`src/rtl/cpu_types_pkg.sv`:
```
// Shared CPU types: word/register/opcode widths, opcodes, jump encodings, MEM-stage FSM states.
package cpu_types_pkg;
  typedef logic [31:0] word_t;
  typedef logic [4:0]  regbits_t;
  typedef logic [5:0]  opcode_t;

  localparam opcode_t J   = 6'h02;
  localparam opcode_t JAL = 6'h03;
  localparam opcode_t BEQ = 6'h04;
  localparam opcode_t BNE = 6'h05;
  localparam opcode_t LW  = 6'h23;
  localparam opcode_t SW  = 6'h2B;

  localparam logic [1:0] JMP_NONE = 2'b00;
  localparam logic [1:0] JMP_J    = 2'b01;
  localparam logic [1:0] JMP_JR   = 2'b10;

  typedef enum logic [1:0] {IDLE, ACCESS, HALTED} mem_state_t;

  // PC-relative branch target; wraps modulo 2^32
  function automatic word_t branch_target(input word_t cpc, input word_t imm);
    return cpc + (imm << 2);
  endfunction
endpackage

```
`src/rtl/mem_stage_if.sv`:
```
// Data-cache request/response bundle between the MEM stage (master) and the cache (slave).
interface mem_stage_if;
  import cpu_types_pkg::*;
  logic  dmemREN, dmemWEN;
  word_t dmemaddr, dmemstore;
  word_t dmemload;
  logic  dhit;

  modport master(output dmemREN, dmemWEN, dmemaddr, dmemstore, input dmemload, dhit);
  modport slave (input dmemREN, dmemWEN, dmemaddr, dmemstore, output dmemload, dhit);
endinterface

```
`src/rtl/mem_stage_branch.sv`:
```
// Branch/jump resolution for the MEM stage: decides taken and computes the redirect target.
module mem_branch_resolve
  import cpu_types_pkg::*;
(
  input  logic        branch,
  input  logic        zflag,
  input  opcode_t     opcode,
  input  logic [1:0]  jump,
  input  word_t       cpc,
  input  word_t       imm,
  input  word_t       regtarget,
  input  logic [25:0] jaddr,
  output logic        taken,
  output word_t       target
);
  always_comb begin
    taken  = 1'b0;
    target = '0;
    if (branch && ((opcode == BEQ && zflag) || (opcode == BNE && !zflag))) begin
      taken  = 1'b1;
      target = branch_target(cpc, imm);
    end else if (jump == JMP_J) begin
      taken  = 1'b1;
      target = {cpc[31:28], jaddr, 2'b00};
    end else if (jump == JMP_JR) begin
      taken  = 1'b1;
      target = regtarget;
    end
  end
endmodule

```
`src/rtl/mem_stage.sv`:
```
// MEM stage: data-cache handshake FSM, branch/jump redirect and the MEM/WB register.
// Optional MEM_FWD_EN adds MEM/WB forwarding outputs for the hazard unit.
module mem_stage
  import cpu_types_pkg::*;
(
  input  logic        CLK,
  input  logic        nRST,
  input  logic        ex_valid,
  input  word_t       ex_cpc, ex_aluout, ex_writeData, ex_imm, ex_regtarget,
  input  logic        ex_regWrite, ex_memtoReg, ex_halt, ex_branch, ex_zflag, ex_dren, ex_dwen,
  input  logic [1:0]  ex_jump,
  input  regbits_t    ex_wsel,
  input  logic [25:0] ex_jaddr,
  input  opcode_t     ex_opcode,
  mem_stage_if.master dmem,
  output logic        mem_stall,
  output logic        pc_redirect,
  output word_t       pc_target,
  output logic        wb_valid, wb_regWrite, wb_memtoReg, wb_halt,
  output regbits_t    wb_wsel,
  output word_t       wb_aluout, wb_dload, wb_cpc
`ifdef MEM_FWD_EN
  ,
  output logic        fwd_en,
  output regbits_t    fwd_wsel,
  output word_t       fwd_data
`endif
);
  mem_state_t state;
  logic  mem_op, ld_wb, retire, br_taken;
  word_t br_target;

  assign mem_op = ex_valid && (ex_dren || ex_dwen);

  always_comb begin
    mem_stall = 1'b0;
    case (state)
      IDLE:    mem_stall = mem_op;
      ACCESS:  mem_stall = !dmem.dhit;
      default: mem_stall = 1'b0;
    endcase
  end

  // MEM/WB captures the instruction only when it completes here; otherwise a bubble
  assign ld_wb  = (state == IDLE && ex_valid && !mem_op) || (state == ACCESS && dmem.dhit);
  assign retire = ex_valid && !mem_stall && (state != HALTED);

  mem_branch_resolve u_br (
    .branch(ex_branch), .zflag(ex_zflag), .opcode(ex_opcode), .jump(ex_jump),
    .cpc(ex_cpc), .imm(ex_imm), .regtarget(ex_regtarget), .jaddr(ex_jaddr),
    .taken(br_taken), .target(br_target)
  );

  assign pc_redirect = retire && br_taken;
  assign pc_target   = pc_redirect ? br_target : '0;

`ifdef MEM_FWD_EN
  logic wb_jal;
`endif

  always_ff @(posedge CLK or negedge nRST) begin
    if (!nRST) begin
      state          <= IDLE;
      dmem.dmemREN   <= 1'b0;
      dmem.dmemWEN   <= 1'b0;
      dmem.dmemaddr  <= '0;
      dmem.dmemstore <= '0;
      wb_valid       <= 1'b0;
      wb_regWrite    <= 1'b0;
      wb_memtoReg    <= 1'b0;
      wb_halt        <= 1'b0;
      wb_wsel        <= '0;
      wb_aluout      <= '0;
      wb_dload       <= '0;
      wb_cpc         <= '0;
`ifdef MEM_FWD_EN
      wb_jal         <= 1'b0;
`endif
    end else begin
      wb_valid    <= ld_wb;
      wb_regWrite <= ld_wb && ex_regWrite;
      if (ld_wb) begin
        wb_memtoReg <= ex_memtoReg;
        wb_halt     <= ex_halt;
        wb_wsel     <= ex_wsel;
        wb_aluout   <= ex_aluout;
        wb_cpc      <= ex_cpc;
`ifdef MEM_FWD_EN
        wb_jal      <= (ex_opcode == JAL);
`endif
      end
      case (state)
        IDLE: begin
          if (mem_op) begin
            dmem.dmemaddr  <= ex_aluout;
            dmem.dmemstore <= ex_writeData;
            dmem.dmemREN   <= ex_dren;
            dmem.dmemWEN   <= ex_dwen && !ex_dren;
            state          <= ACCESS;
          end else if (ld_wb && ex_halt) begin
            state <= HALTED;
          end
        end
        ACCESS: begin
          if (dmem.dhit) begin
            if (dmem.dmemREN) wb_dload <= dmem.dmemload;
            dmem.dmemREN <= 1'b0;
            dmem.dmemWEN <= 1'b0;
            state        <= ex_halt ? HALTED : IDLE;
          end
        end
        default: state <= HALTED;
      endcase
    end
  end

`ifdef MEM_FWD_EN
  assign fwd_en   = wb_valid && wb_regWrite && (wb_wsel != '0);
  assign fwd_wsel = wb_wsel;
  assign fwd_data = wb_memtoReg ? wb_dload : (wb_jal ? wb_cpc : wb_aluout);
`endif
endmodule

```
`src/flat_wrapper.sv`:
```
// flat-port wrapper written by rule: the top's interface ports become plain ports
module mem_stage_flat import cpu_types_pkg::*;
  (CLK, nRST, ex_valid, ex_cpc, ex_aluout, ex_writeData, ex_imm, ex_regtarget, ex_regWrite, ex_memtoReg, ex_halt, ex_branch, ex_zflag, ex_dren, ex_dwen, ex_jump, ex_wsel, ex_jaddr, ex_opcode, mem_stall, pc_redirect, pc_target, wb_valid, wb_regWrite, wb_memtoReg, wb_halt, wb_wsel, wb_aluout, wb_dload, wb_cpc, dmem_dmemREN, dmem_dmemWEN, dmem_dmemaddr, dmem_dmemstore, dmem_dmemload, dmem_dhit);
  mem_stage_if dmem_i ();
  input  logic CLK;
  input  logic nRST;
  input  logic ex_valid;
  input  word_t ex_cpc;
  input  word_t ex_aluout;
  input  word_t ex_writeData;
  input  word_t ex_imm;
  input  word_t ex_regtarget;
  input  logic ex_regWrite;
  input  logic ex_memtoReg;
  input  logic ex_halt;
  input  logic ex_branch;
  input  logic ex_zflag;
  input  logic ex_dren;
  input  logic ex_dwen;
  input  logic [1:0] ex_jump;
  input  regbits_t ex_wsel;
  input  logic [25:0] ex_jaddr;
  input  opcode_t ex_opcode;
  output logic mem_stall;
  output logic pc_redirect;
  output word_t pc_target;
  output logic wb_valid;
  output logic wb_regWrite;
  output logic wb_memtoReg;
  output logic wb_halt;
  output regbits_t wb_wsel;
  output word_t wb_aluout;
  output word_t wb_dload;
  output word_t wb_cpc;
  output wire logic [$bits(dmem_i.dmemREN)-1:0] dmem_dmemREN;
  output wire logic [$bits(dmem_i.dmemWEN)-1:0] dmem_dmemWEN;
  output wire logic [$bits(dmem_i.dmemaddr)-1:0] dmem_dmemaddr;
  output wire logic [$bits(dmem_i.dmemstore)-1:0] dmem_dmemstore;
  input wire logic [$bits(dmem_i.dmemload)-1:0] dmem_dmemload;
  input wire logic [$bits(dmem_i.dhit)-1:0] dmem_dhit;
  assign dmem_dmemREN = dmem_i.dmemREN;
  assign dmem_dmemWEN = dmem_i.dmemWEN;
  assign dmem_dmemaddr = dmem_i.dmemaddr;
  assign dmem_dmemstore = dmem_i.dmemstore;
  assign dmem_i.dmemload = dmem_dmemload;
  assign dmem_i.dhit = dmem_dhit;
  mem_stage u_core (.CLK(CLK), .nRST(nRST), .ex_valid(ex_valid), .ex_cpc(ex_cpc), .ex_aluout(ex_aluout), .ex_writeData(ex_writeData), .ex_imm(ex_imm), .ex_regtarget(ex_regtarget), .ex_regWrite(ex_regWrite), .ex_memtoReg(ex_memtoReg), .ex_halt(ex_halt), .ex_branch(ex_branch), .ex_zflag(ex_zflag), .ex_dren(ex_dren), .ex_dwen(ex_dwen), .ex_jump(ex_jump), .ex_wsel(ex_wsel), .ex_jaddr(ex_jaddr), .ex_opcode(ex_opcode), .dmem(dmem_i), .mem_stall(mem_stall), .pc_redirect(pc_redirect), .pc_target(pc_target), .wb_valid(wb_valid), .wb_regWrite(wb_regWrite), .wb_memtoReg(wb_memtoReg), .wb_halt(wb_halt), .wb_wsel(wb_wsel), .wb_aluout(wb_aluout), .wb_dload(wb_dload), .wb_cpc(wb_cpc));
endmodule
```
`config.mk`:
```
export PLATFORM = sky130hd
export DESIGN_NAME = mem_stage_flat
export DESIGN_NICKNAME = d
export VERILOG_FILES = /design/src/rtl/cpu_types_pkg.sv /design/src/rtl/mem_stage_if.sv /design/src/rtl/mem_stage_branch.sv /design/src/rtl/mem_stage.sv /design/src/flat_wrapper.sv
export SDC_FILE = /design/constraint.sdc
export NUM_CORES = 1
export LEC_CHECK = 0
export CAP_MARGIN = 10
export CORE_AREA = 2 2 173 175
export DETAILED_ROUTE_END_ITERATION = 12
export DIE_AREA = 0 0 175 177
export GPL_ROUTABILITY_DRIVEN = 0
export REMOVE_ABC_BUFFERS = 1
export SETUP_SLACK_MARGIN = 0.5
export SLEW_MARGIN = 20
export SYNTH_ARGS = -nofsm -noshare
export SYNTH_HDL_FRONTEND = slang
export SYNTH_SLANG_ARGS = --single-unit
```
`constraint.sdc`:
```
create_clock -name CLK -period 6.7 [get_ports CLK]
set_input_delay 1.34 -clock CLK [delete_from_list [all_inputs] [get_ports CLK]]
set_output_delay 1.34 -clock CLK [all_outputs]
set_load 0.03 [all_outputs]
```
* Yosys cells after proc, flatten, opt, wreduce, memory -nomap -nowiden
Index checks and enable logic that the tools add are counted.
Storage, ports and cells: register bits after elaboration 173
Operators by class: add/subtract/negate cells 1, equal/unequal tests 9, multiplexer cells 18, reductions and logical operators 27
Operators with widths (number):
- $mux 32 | 4
- $add 32x32->32 | 1
- $logic_and 1x1->1 | 13
- $eq 6x3->1 const B | 2
- $mux 2 | 4
- $mux 1 | 6
- $pmux 1 s2 | 3
- $reduce_and 3->1 | 2
- $logic_not 1->1 | 5
- $eq 2x1->1 const B | 2
- $ne 2x2->1 const B | 2
- $pmux 2 s2 | 1
- $reduce_and 2->1 | 2
- $logic_or 1x1->1 | 3
- $ne 3x2->1 const B | 1
- $eq 2x2->1 const B | 1
- $logic_not 2->1 | 1
- $ne 2x1->1 const B | 1
- $reduce_bool 2->1 | 1

* Depth between registers and ports, before layout
depth in word-level cells 9, mapped depth 11, mapped depth without buffers 11

* Hierarchy
A second synthesis with hierarchy kept.
Unflattened totals: cells, all modules 808, area, all modules 9489.1 µm²
By module, submodules not included:
- mem_stage | times used 1, cells each 420, area each 7016.7 µm², sequential area each 4329.2 µm²
- mem_branch_resolve | times used 1, cells each 388, area each 2472.4 µm², sequential area each 0.0 µm²

* Least setup slack after synthesis
No wires, ideal clock.
path type input -> output, start in ex_cpc[8], end out pc_target[25], arrival 3.989 ns, data required time 5.360 ns, setup slack 1.371 ns, stages on the path 7, buffers on the path 0, cell sequence ha_1 > a2111oi_0 > o21ai_0 > a41o_2 > a2111oi_4 > nor4_1 > nor4_1
Between the ends: longest elaborated chain between the ends 3
RTL lines:
- from (decl) | RTL line flat_wrapper.sv:8 | input word_t ex_cpc;
- $add 32x32->32 | RTL line cpu_types_pkg.sv:22 | return cpc + (imm << 2);
- $mux 32 | RTL line mem_stage_branch.sv:19 | if (branch && ((opcode == BEQ && zflag) || (opcode == BNE && !zflag))) begin
- $mux 32 | RTL line mem_stage.sv:55 | assign pc_target = pc_redirect ? br_target : '0;
- to (decl) | RTL line flat_wrapper.sv:26 | output word_t pc_target;
Every way passes these cells.

* Worst setup path after layout
start in ex_cpc[2], end out pc_target[16]
The elaborated chain is that of the path after synthesis.

==> results.txt <==
* Final clock period utilization by the worst path: 89.61%
- Max-slew violation count: 0
* Length of the first detailed-routing pass in iterations: 4
- Setup repair after global routing missed its margin: no
- The number of antenna violations at the first check in global routing came to 0.
- Via-per-instance ratio: 4.898
- GR Util All Layers: 19.71%
* Global-route wire length before repair: 46.58 mm
- Post-synthesis average cell area: 12.13 sq um
* Std cell rows: 63
- # diodes: 0
- Static leakage power: 0.006048 uW
- In the final layout, flip-flops and latches occupy 0.004329 sq mm.
- The synthesized design contains 173 register bits.
- Synthesis instantiated 60 different standard cells from the library.
- Counting every instance in the synthesized netlist gives 730.
- Cts-stage hold buffer count: 0
- Die outline area: 0.03098 sq mm
- After synthesis the cells add up to 0.008855 sq mm.
- Buffers added on ports: 444
- Arithmetic-cell share of the synthesized area counting full adders, half adders and majority gates: 4.606%
* Max Clk Rate: 166.6 MHz
- Kind of capture point of the worst setup path: output port
- Summing over every cut layer, the via total after detailed routing is 7651.
- Count of fill cells added during filler insertion: 2675
- Post-Synth XOR/XNOR Area: 2.374%
* CTS tree: yes
* Minimum period implied by the final worst setup slack: 6004 ps
- The setup path with the least slack is of type input pin to output port.
- Number of warnings issued by yosys: 0
- Number of nets with antenna violations after routing: 0
- After legalization and detailed placement, the total HPWL measured 24.02 mm.
- Data on the critical path arrives at its endpoint at 4660 ps.
* Number of top-level design ports: 447
- Worst clock skew on the final layout: 11.65 ps
* Dominant combinational cell family by area after synthesis: multiplexers
- Run status: completed
- Buffers added to address setup during post-CTS repair amount to 0.
* Post-DR wirelength/cell: 19.88 microns
* Share of synthesized area spent on multiplexers: 21.46%
- Post-synthesis sequential area ratio: 48.89%
- The area growth from synthesis to layout is 60.87%.
- Slowest library cell on the worst path: sky130_fd_sc_hd__clkdlybuf4s50_1
- Die outline width: 175 microns
- The tree is rooted in a sky130_fd_sc_hd__clkbuf_16.
- For the final routed database, the setup TNS stands at 0 ps.
* Height of the die: 177 microns
* Maximum level of the CTS H-tree: 4
- Async set-or-reset flop fraction in the synthesized netlist: 100.0%
* Data required time at the worst endpoint: 5360 ps
* Maximum number of buffers from clock root to sink: 2
- Total detailed-routing wirelength: 31.05 mm
- Summing the areas of all compound-gate instances in the mapped netlist gives 12.96% of the synthesized area.
* Clock tree sinks: 173
- Pin count of the biggest net entering global routing: 70
- The net count of the finished layout is 1434.
* Floorplan core area: 0.02924 sq mm
- Class of the tightest hold or removal check: register to register
- PD cells: 382.2 mW/mm^2
- After clock tree synthesis, the clock-pin slew on the worst setup and hold paths is 60 ps.
- CTS buffer count: 17
- Share of final-layout standard cells stronger than drive strength 1: 18.94%
- Measured against its own limit, the worst slew margin works out to 28.64%.
- DRC violations left: 0
* Hold violation count in the final report: 0
- Combined area of the multi-input logic cells: 0.004213 sq mm
- The initial utilization of the core area, before any placement, comes to 30.28%.
* Initial detailed-routing violation count: 321
* Maximum vdd ir drop: 260.2 uV
- Total design power: 5445 uW
- The via count of the first global-routing pass was 7965.
- Max-cap violations in this run came to 0.
* CP startpoint kind: input pin
- Crit-path cells: clkdlybuf4s50_1 > ha_1 > inv_1 > fa_1 > nor2b_1 > o21ai_0 > o21ai_2 > nor4_1 > o31ai_1 > xnor2_1 > a211oi_1 > clkdlybuf4s50_1
- In this run the worst path has a maximum fanout of 3.
* Clock Latency Late Sink: 430 ps
* Worst path most repeated cell: sky130_fd_sc_hd__clkdlybuf4s50_1
* Transition at the pin with the smallest max-transition slack: 1070 ps
- Final global-route overflow total: 0
- On the worst path, the slowest cell contributes a delay of 710 ps.
- The synthesized design contains 0 enable-type register cells.
- # setup viols final: 0
* Post-synth top flop: sky130_fd_sc_hd__dfrtp_1
- After Yosys synthesis, and, or, nand and nor cells account for 5.878% of the synthesized area.
==> report_power, final <==
group / total [uW] / internal [uW] / switching (uW)
Clock: 993 / 554 / 440
Combinational: 2740 / 1260 / 1480
Sequential: 1720 / 1490 / 223
==> area by class of cell <==
class                           count  share of cell area [%]
Multi-Input combinational cell    492                   29.57
Tap cell                          390                   3.426
Inverter                           21                  0.5534
Clock buffer                       20                   3.065
Sequential cell                   173                   30.39
Timing Repair Buffer              455                   32.05
Clock inverter                     11                  0.9398
==> per-stage QoR <==
stage	util (%)	instance area [sq um]	cells	setup slack (ps)	hold WS, ps
2_1_floorplan	-	8594	686	-690.5	528.1
3_3_place_gp	46.66	13640	1531	380.8	486.1
3_5_place_dp	46.66	13640	1531	356.5	492.3
4_1_cts	48.59	14210	1562	510.6	506.4
5_1_grt	48.71	14240	1562	506.3	511.9
6_report	48.71	14240	1562	696.1	503.2
==> logic make-up after synthesis <==
family,count (synthesis)
buffers and inverters,65
and+or+nand+nor,103
xor gates and xnor gates,24
adders and majority gates,32
muxes,169
DFF,173
AOI/OAI and AO/OA,164
==> routing by layer <==
metal	up-vias	GRT usage (%)	part of all wire, %
li1	3566	-	-
met3	35	6.851	8.5
met1	3721	22.46	39
met5	-	0	0
met2	329	34.70	50
met4	0	6.181	2.1
==> path summary, 6_finish.rpt <==
kind | from | endpoint | slack, ps | cells past startpoint
max | ex_cpc[2] | pc_target[16] | 700 | 12
min | u_core.wb_dload[16]$_DFFE_PN0P_ | u_core.wb_dload[16]$_DFFE_PN0P_ | 500 | 1
max reg2reg | u_core.state[0]$_DFFE_PN0P_ | u_core.wb_memtoReg$_DFFE_PN0N_ | 3880 | 5
min reg2reg | u_core.wb_dload[16]$_DFFE_PN0P_ | u_core.wb_dload[16]$_DFFE_PN0P_ | 500 | 1
max in group asynchronous | nRST | u_core.wb_aluout[28]$_DFFE_PN0N_ | 4460 | 2
min in group asynchronous | nRST | u_core.dmem.dmemaddr[31]$_DFFE_PN0N_ | 870 | 1
==> sequential cells by signal (all words and copies together) (netlist names) <==
register and count:
u_core.wb_regWrite 1, u_core.wb_wsel 5, u_core.state 2, u_core.wb_dload 32, u_core.dmem.dmemREN 1, u_core.dmem.dmemWEN 1, u_core.wb_valid 1, u_core.dmem.dmemaddr 32
u_core.wb_aluout 32, u_core.wb_memtoReg 1, u_core.dmem.dmemstore 32, u_core.wb_cpc 32, u_core.wb_halt 1
==> what timing repair did <==
| action | 4_1_cts | 5_1_grt |
|---|---|---|
| resized for setup | 5 | 11 |
| hold endpoints to repair | 0 | 0 |
| cloned | 0 | 0 |
| pin swaps | 0 | 1 |
| endpoints found under the setup margin | 8 | 11 |
==> Yosys cell counts (5+ instances only) <==
master	number	area share (%)
sky130_fd_sc_hd__clkbuf_1	31	1.3
sky130_fd_sc_hd__xor2_1	10	0.99
sky130_fd_sc_hd__o21bai_1	6	0.51
sky130_fd_sc_hd__a221oi_1	21	2.1
sky130_fd_sc_hd__nor3_1	8	0.45
sky130_fd_sc_hd__a21o_1	16	1.4
sky130_fd_sc_hd__mux2_2	167	21
sky130_fd_sc_hd__clkbuf_8	5	0.78
sky130_fd_sc_hd__nor2_1	23	0.97
sky130_fd_sc_hd__nand4_1	6	0.42
sky130_fd_sc_hd__a22oi_1	8	0.68
sky130_fd_sc_hd__a211oi_1	22	1.9
sky130_fd_sc_hd__a21oi_1	41	2.3
sky130_fd_sc_hd__nand3_1	12	0.68
sky130_fd_sc_hd__dfrtp_1	173	49
sky130_fd_sc_hd__ha_1	31	4.4
sky130_fd_sc_hd__o21ai_0	20	1.1
sky130_fd_sc_hd__xnor2_1	14	1.4
sky130_fd_sc_hd__nor2b_1	6	0.42
sky130_fd_sc_hd__inv_1	21	0.89
sky130_fd_sc_hd__nand2_1	27	1.1
==> critical path: cells and delay by family <==
family / cells / cell delay (ps)
buffers and inverters: 3 / 1260
AOI/OAI and AO/OA: 4 / 1020
adders and majority gates: 2 / 600
and+or+nand+nor: 2 / 230
xor gates and xnor gates: 1 / 210
==> placed cells by master, fill, tap and decap left out, drive strengths merged, types with 4 or more instances in the layout <==
cell,synthesis,routed
dlygate4sd2,0,4
clkinvlp,0,4
xnor2,14,14
nor4,4,4
clkdlybuf4s50,0,430
clkbuf,38,20
buf,5,13
ha,31,31
a22oi,8,8
a221oi,21,21
nand3,13,13
and3,5,5
nand2,27,27
o21ai,20,20
nor2b,6,6
dfrtp,173,173
dlymetal6s2s,0,8
o21bai,6,6
nor2,23,23
a21o,16,16
nor3,8,8
xor2,10,10
mux2,167,167
a211oi,22,22
a21oi,41,41
inv,21,26
nand4,6,6
Note: power is estimated with default switching activity, not from simulation.
